[src/rtl/pc_sequencer.sv]
// Program-counter sequencer: IDLE/RUN/FLUSH/HALT control with relative branches and post-branch flush.
// Optional PC_WRAP_TRAP_EN: PC carry-out in RUN raises a sticky pc_fault and halts.
module pc_sequencer #(
    parameter int unsigned                 INST_ADDR_WIDTH = 16,
    parameter logic [INST_ADDR_WIDTH-1:0]  RESET_VECTOR    = '0,
    parameter int unsigned                 FLUSH_CYCLES    = 2
) (
    input  logic                       clk,
    input  logic                       rst_n,
    input  logic                       start,
    input  logic                       stall,
    input  logic                       branch_req,
    input  logic                       jump,
    input  logic [INST_ADDR_WIDTH-1:0] inst_1,
    input  logic [INST_ADDR_WIDTH-1:0] inst_2,
    input  logic                       halt_req,
    output logic [INST_ADDR_WIDTH-1:0] pc,
    output logic                       inst_valid,
    output logic                       flush,
    output logic [1:0]                 state
`ifdef PC_WRAP_TRAP_EN
    ,
    output logic                       pc_fault
`endif
);

    typedef enum logic [1:0] {
        ST_IDLE  = 2'b00,
        ST_RUN   = 2'b01,
        ST_FLUSH = 2'b10,
        ST_HALT  = 2'b11
    } state_e;

    localparam logic [3:0] FLUSH_LOAD = 4'(FLUSH_CYCLES - 1);

    state_e                     state_q, state_d;
    logic [INST_ADDR_WIDTH-1:0] pc_q, pc_d;
    logic [3:0]                 cnt_q, cnt_d;
    logic [INST_ADDR_WIDTH-1:0] offset, target, pc_inc;

    assign offset = jump ? inst_2 : inst_1;

`ifdef PC_WRAP_TRAP_EN
    logic target_co, inc_co;
    logic fault_q, fault_d;

    assign {target_co, target} = {1'b0, pc_q} + {1'b0, offset};
    assign {inc_co, pc_inc}    = {1'b0, pc_q} + (INST_ADDR_WIDTH+1)'(1);
    assign pc_fault            = fault_q;
`else
    assign target = pc_q + offset;
    assign pc_inc = pc_q + INST_ADDR_WIDTH'(1);
`endif

    always_comb begin
        state_d = state_q;
        pc_d    = pc_q;
        cnt_d   = cnt_q;
`ifdef PC_WRAP_TRAP_EN
        fault_d = fault_q;
`endif
        unique case (state_q)
            ST_IDLE: begin
                pc_d = RESET_VECTOR;
                if (start) state_d = ST_RUN;
            end
            ST_RUN: begin
                if (halt_req) begin
                    state_d = ST_HALT;
                end else if (stall) begin
                    state_d = ST_RUN;
                end else if (branch_req) begin
`ifdef PC_WRAP_TRAP_EN
                    if (target_co) begin
                        fault_d = 1'b1;
                        state_d = ST_HALT;
                    end else begin
                        pc_d    = target;
                        cnt_d   = FLUSH_LOAD;
                        state_d = ST_FLUSH;
                    end
`else
                    pc_d    = target;
                    cnt_d   = FLUSH_LOAD;
                    state_d = ST_FLUSH;
`endif
                end else begin
`ifdef PC_WRAP_TRAP_EN
                    if (inc_co) begin
                        fault_d = 1'b1;
                        state_d = ST_HALT;
                    end else begin
                        pc_d = pc_inc;
                    end
`else
                    pc_d = pc_inc;
`endif
                end
            end
            ST_FLUSH: begin
                // Counter holds remaining cycles minus one, so FLUSH spans exactly FLUSH_CYCLES.
                if (halt_req) begin
                    state_d = ST_HALT;
                    cnt_d   = '0;
                end else if (cnt_q == '0) begin
                    state_d = ST_RUN;
                end else begin
                    cnt_d = cnt_q - 4'd1;
                end
            end
            ST_HALT: begin
`ifdef PC_WRAP_TRAP_EN
                if (start && !fault_q) state_d = ST_RUN;
`else
                if (start) state_d = ST_RUN;
`endif
            end
            default: state_d = ST_IDLE;
        endcase
    end

    always_ff @(posedge clk or negedge rst_n) begin
        if (!rst_n) begin
            state_q <= ST_IDLE;
            pc_q    <= RESET_VECTOR;
            cnt_q   <= '0;
`ifdef PC_WRAP_TRAP_EN
            fault_q <= 1'b0;
`endif
        end else begin
            state_q <= state_d;
            pc_q    <= pc_d;
            cnt_q   <= cnt_d;
`ifdef PC_WRAP_TRAP_EN
            fault_q <= fault_d;
`endif
        end
    end

    assign pc         = pc_q;
    assign state      = state_q;
    assign flush      = (state_q == ST_FLUSH);
    assign inst_valid = (state_q == ST_RUN) && !stall;

endmodule

[config.mk]
export PLATFORM = sky130hd
export DESIGN_NAME = pc_sequencer
export DESIGN_NICKNAME = d
export VERILOG_FILES = /design/src/rtl/pc_sequencer.sv
export SDC_FILE = /design/constraint.sdc
export NUM_CORES = 1
export LEC_CHECK = 0
export BUFFER_PORTS_ARGS = -buffer_cell sky130_fd_sc_hd__buf_2
export CORE_ASPECT_RATIO = 1.2
export CORE_MARGIN = 2
export CORE_UTILIZATION = 46
export CTS_CLUSTER_SIZE = 12
export DETAILED_ROUTE_END_ITERATION = 10
export GPL_TIMING_DRIVEN = 0
export PLACE_DENSITY = 0.86
export SYNTH_ARGS = -nofsm -noshare
export SYNTH_HDL_FRONTEND = slang
export SYNTH_SLANG_ARGS = --single-unit
[constraint.sdc]
create_clock -name clk -period 2.1 [get_ports clk]
set_input_delay 0.105 -clock clk [delete_from_list [all_inputs] [get_ports clk]]
set_output_delay 0.105 -clock clk [all_outputs]
set_load 0.005 [all_outputs]
==> results.cfg <==
[run_status]
outcome = complete, but fails checks
violations = setup timing

[yosys]
synth.top_cell.area_share_pct = 29.3
ys_ff_latch = 22
synth_cell_type_count = 37
postSynth.asyncResetShare_pct = 100
synthesis.instances = 226
postSynthAreaPerCell_sq_um = 8.31
synth_nets = 286
synthesis_warnings = 0
synth_sequential_area_ratio_pct = 29.3
yosys.cell_count.top_type = sky130_fd_sc_hd__nand2_1
cells_taking_the_most_area_after_synthesis = sky130_fd_sc_hd__dfrtp_1, sky130_fd_sc_hd__ha_1, sky130_fd_sc_hd__mux2i_1, sky130_fd_sc_hd__nand2_1, sky130_fd_sc_hd__o21ai_0
mappedNetlistArea_sq_um = 1880
synth_top_cell_by_area = sky130_fd_sc_hd__dfrtp_1
yosys_most_used_dff = sky130_fd_sc_hd__dfrtp_1
synth-edff-count = 0
synth_common_cells = sky130_fd_sc_hd__nand2_1, sky130_fd_sc_hd__dfrtp_1, sky130_fd_sc_hd__nor2_1, sky130_fd_sc_hd__o21ai_0, sky130_fd_sc_hd__ha_1

[die]
die_height_um = 74.0
floorplan.initialDensity_pct = 47.7
ioPinCount = 59
design.die.area_sq_um = 4610
core.rowCount = 25
core_area_sq_um = 3940
die_w_um = 62.3

[flow_run]
max_cap_viol_count = 0

[final_layout]
layout.filler_cells = 326
antenna_cells_inserted = 0
final_nets = 363
flow.area_growth_from_synthesis_pct = 42.3
layout.core_utilization_pct = 67.8
drive_gt1_share_pct = 37.2

[timing]
fin_crit_sh_pct = 107
slew_headroom_pct = 64.2
final.min_clock_period_ns = 2.24
totalNegativeSetupSlack_ns = -0.261
timing.final.max_slew_violations = 0
unrepaired_setup_endpoints_after_global_routing = yes
fmaxAchievable_mhz = 446
final_hold_viol_count = 0
fin_worst_skew_ns = 0.00280
finalSetupViolCount = 3
setup_slack_ns = -0.140
worst_hold_slack_ns = 0.224
actual_transition_at_the_worst_max_transition_pin_ns = 0.537

[critical_path]
r2r_start = pc[1]
reg2reg_to = pc[15]
critPathRequiredTime_ns = 2.28
worst-setup-path-type = reg2reg
critPathArrivalTime_ns = 2.43
worstSetupEndpointType = flop
worstRegToRegCells = 8
worst-r2r-setup-slack_ns = -0.14
worst_setup_path_start_kind = flop
crit_path_max_fanout = 4

[grt]
antenna_found_initial = 0
global_route.overflow_total = 0
global_route.usage.total_pct = 23.3
grt_start_max_net_pins = 23
grt_pass1_vias = 2009
grt_pass1_wl_um = 8610

[placed_design]
port_buffers = 57
detailedPlacementHpwl_um = 3570
globalplace.congestion = 0.862
dpl_worst_slack_ns = -0.637

[drt]
starting_drt_drc_count = 59
antenna_violating_nets_post_route = 0
final_routed_wirelength_um = 5650
via_per_inst = 5.71
wl_per_cell_um = 15.9
drc = 0
count_of_vias_placed_by_the_detailed_router = 2027
first_pass_iters = 4

[cts]
root_buffer = sky130_fd_sc_hd__clkbuf_8
cts.htree.levels = 1
tritoncts = done
clk_transition_reported_paths_ns = 0.09
cts_buffers = 3
clock_latency_ns = 0.27
cts.sink_count = 22
max-clock-path-buffers = 2

[min_path]
hold_path_depth = 3
hold_path.class = in2reg
hold-path-endpoint = state[1]
hold_path_startpoint = halt_req

[power]
irDropWorstVdd_mv = 0.622
cellLeakagePower_nw = 1.29
power_density_nw_per_um2 = 1110
## state kept, by name, indices dropped and copies added, names as in the netlist
signal  count
cnt_q       4
state       2
pc         16
## power breakdown
part           internal, mW  switching [mW]
clock                 0.129           0.151
sequential            0.598           0.175
combinational         0.917           0.988
total                  1.64            1.31
## routing by layer
metal	global-route usage, %	routed length [um]	vias to the layer above
li1	-	-	960
met1	24.6	2110	976
met2	44.9	3050	80
met3	4.99	387	11
met4	11.4	99	0
met5	0	0	-
## placed cells by master, fill, tap and decap left out, types with 2 or more instances in the layout
cell                        count
sky130_fd_sc_hd__clkbuf_16      2
sky130_fd_sc_hd__nand4_1        2
sky130_fd_sc_hd__and3_1         2
sky130_fd_sc_hd__nand2b_1       2
sky130_fd_sc_hd__ha_2           3
sky130_fd_sc_hd__xnor2_1        4
sky130_fd_sc_hd__a21oi_2        4
sky130_fd_sc_hd__nand2_1       29
sky130_fd_sc_hd__o31ai_1        2
sky130_fd_sc_hd__ha_4           7
sky130_fd_sc_hd__inv_1         10
sky130_fd_sc_hd__nor2_1        21
sky130_fd_sc_hd__buf_2         57
sky130_fd_sc_hd__ha_1          10
sky130_fd_sc_hd__inv_2          2
sky130_fd_sc_hd__xor2_1         7
sky130_fd_sc_hd__or3_1          2
sky130_fd_sc_hd__buf_4         13
sky130_fd_sc_hd__o211ai_1       4
sky130_fd_sc_hd__dfrtp_1       22
sky130_fd_sc_hd__o21a_1         3
sky130_fd_sc_hd__clkbuf_8       4
sky130_fd_sc_hd__mux2i_1       14
sky130_fd_sc_hd__nor3_1         3
sky130_fd_sc_hd__o21ai_1        2
sky130_fd_sc_hd__a21o_1         4
sky130_fd_sc_hd__clkbuf_4       2
sky130_fd_sc_hd__a21oi_1       13
sky130_fd_sc_hd__a22o_1         2
sky130_fd_sc_hd__o21ai_0       20
## logic make-up (layout without fill, tap and decap cells)
logic type	count (synthesis)	count (layout)	share of synthesized area [%]
multiplexers	16	16	8.66
AND/OR/NAND/NOR	72	72	17.0
XOR/XNOR	11	11	5.13
AO/OA/AOI/OAI	66	66	21.9
adder cells (fa/ha/maj)	21	21	14.4
buffers and inverters	18	93	3.60
flip-flops	22	22	29.3
## through the flow
| step | std cells | total power [mW] | cell area [sq um] |
|---|---|---|---|
| floorplan | 226 | 1.77 | 1940 |
| global placement | 337 | 2.16 | 2290 |
| detailed placement | 337 | 2.22 | 2290 |
| CTS | 349 | 2.69 | 2510 |
| global route | 355 | 3.21 | 2670 |
| finish | 355 | 2.96 | 2670 |
## area by class of cell
type | instances | area (sq um) | area share (%)
tap | 54 | 67.6 | 2.53
buffer | 6 | 77.6 | 2.90
timing repair buffer | 72 | 418 | 15.6
multi-input combinational | 186 | 1470 | 55.1
clock buffer | 3 | 41.3 | 1.54
inverter | 12 | 45.0 | 1.69
sequential | 22 | 551 | 20.6
## timing repair
| item | CTS | global route |
|---|---|---|
| pin swaps | 10 | 6 |
| hold endpoints to repair | 22 | 0 |
| resized for setup | 20 | 21 |
| hold buffers | 1 | 0 |
| buffers inserted | 8 | 5 |
| cloned | 0 | 1 |
| endpoints found under the setup margin | 17 | 13 |
## how the worst max path moves through the flow
| stage | start | endpoint | slack, ns | cells after the start |
|---|---|---|---|---|
| CTS | pc[4] | pc[15] | -0.08 | 8 |
| floorplan | jump | pc[15] | -0.19 | 12 |
| detailed placement | branch_req | pc[15] | -0.64 | 11 |
| finish | pc[1] | pc[15] | -0.14 | 8 |
| global route | pc[1] | pc[11] | -0.21 | 8 |
| global placement | branch_req | pc[15] | -0.62 | 11 |
## critical path: stages, from the launching register on
cell,delay (ns)
sky130_fd_sc_hd__dfrtp_1,0.45
sky130_fd_sc_hd__ha_4,0.31
sky130_fd_sc_hd__a211oi_2,0.06
sky130_fd_sc_hd__o21a_2,0.25
sky130_fd_sc_hd__a2111oi_4,0.29
sky130_fd_sc_hd__nor2_1,0.09
sky130_fd_sc_hd__and3_1,0.18
sky130_fd_sc_hd__or4_1,0.42
sky130_fd_sc_hd__o211ai_1,0.11
Power figures use the tool's default switching activity.
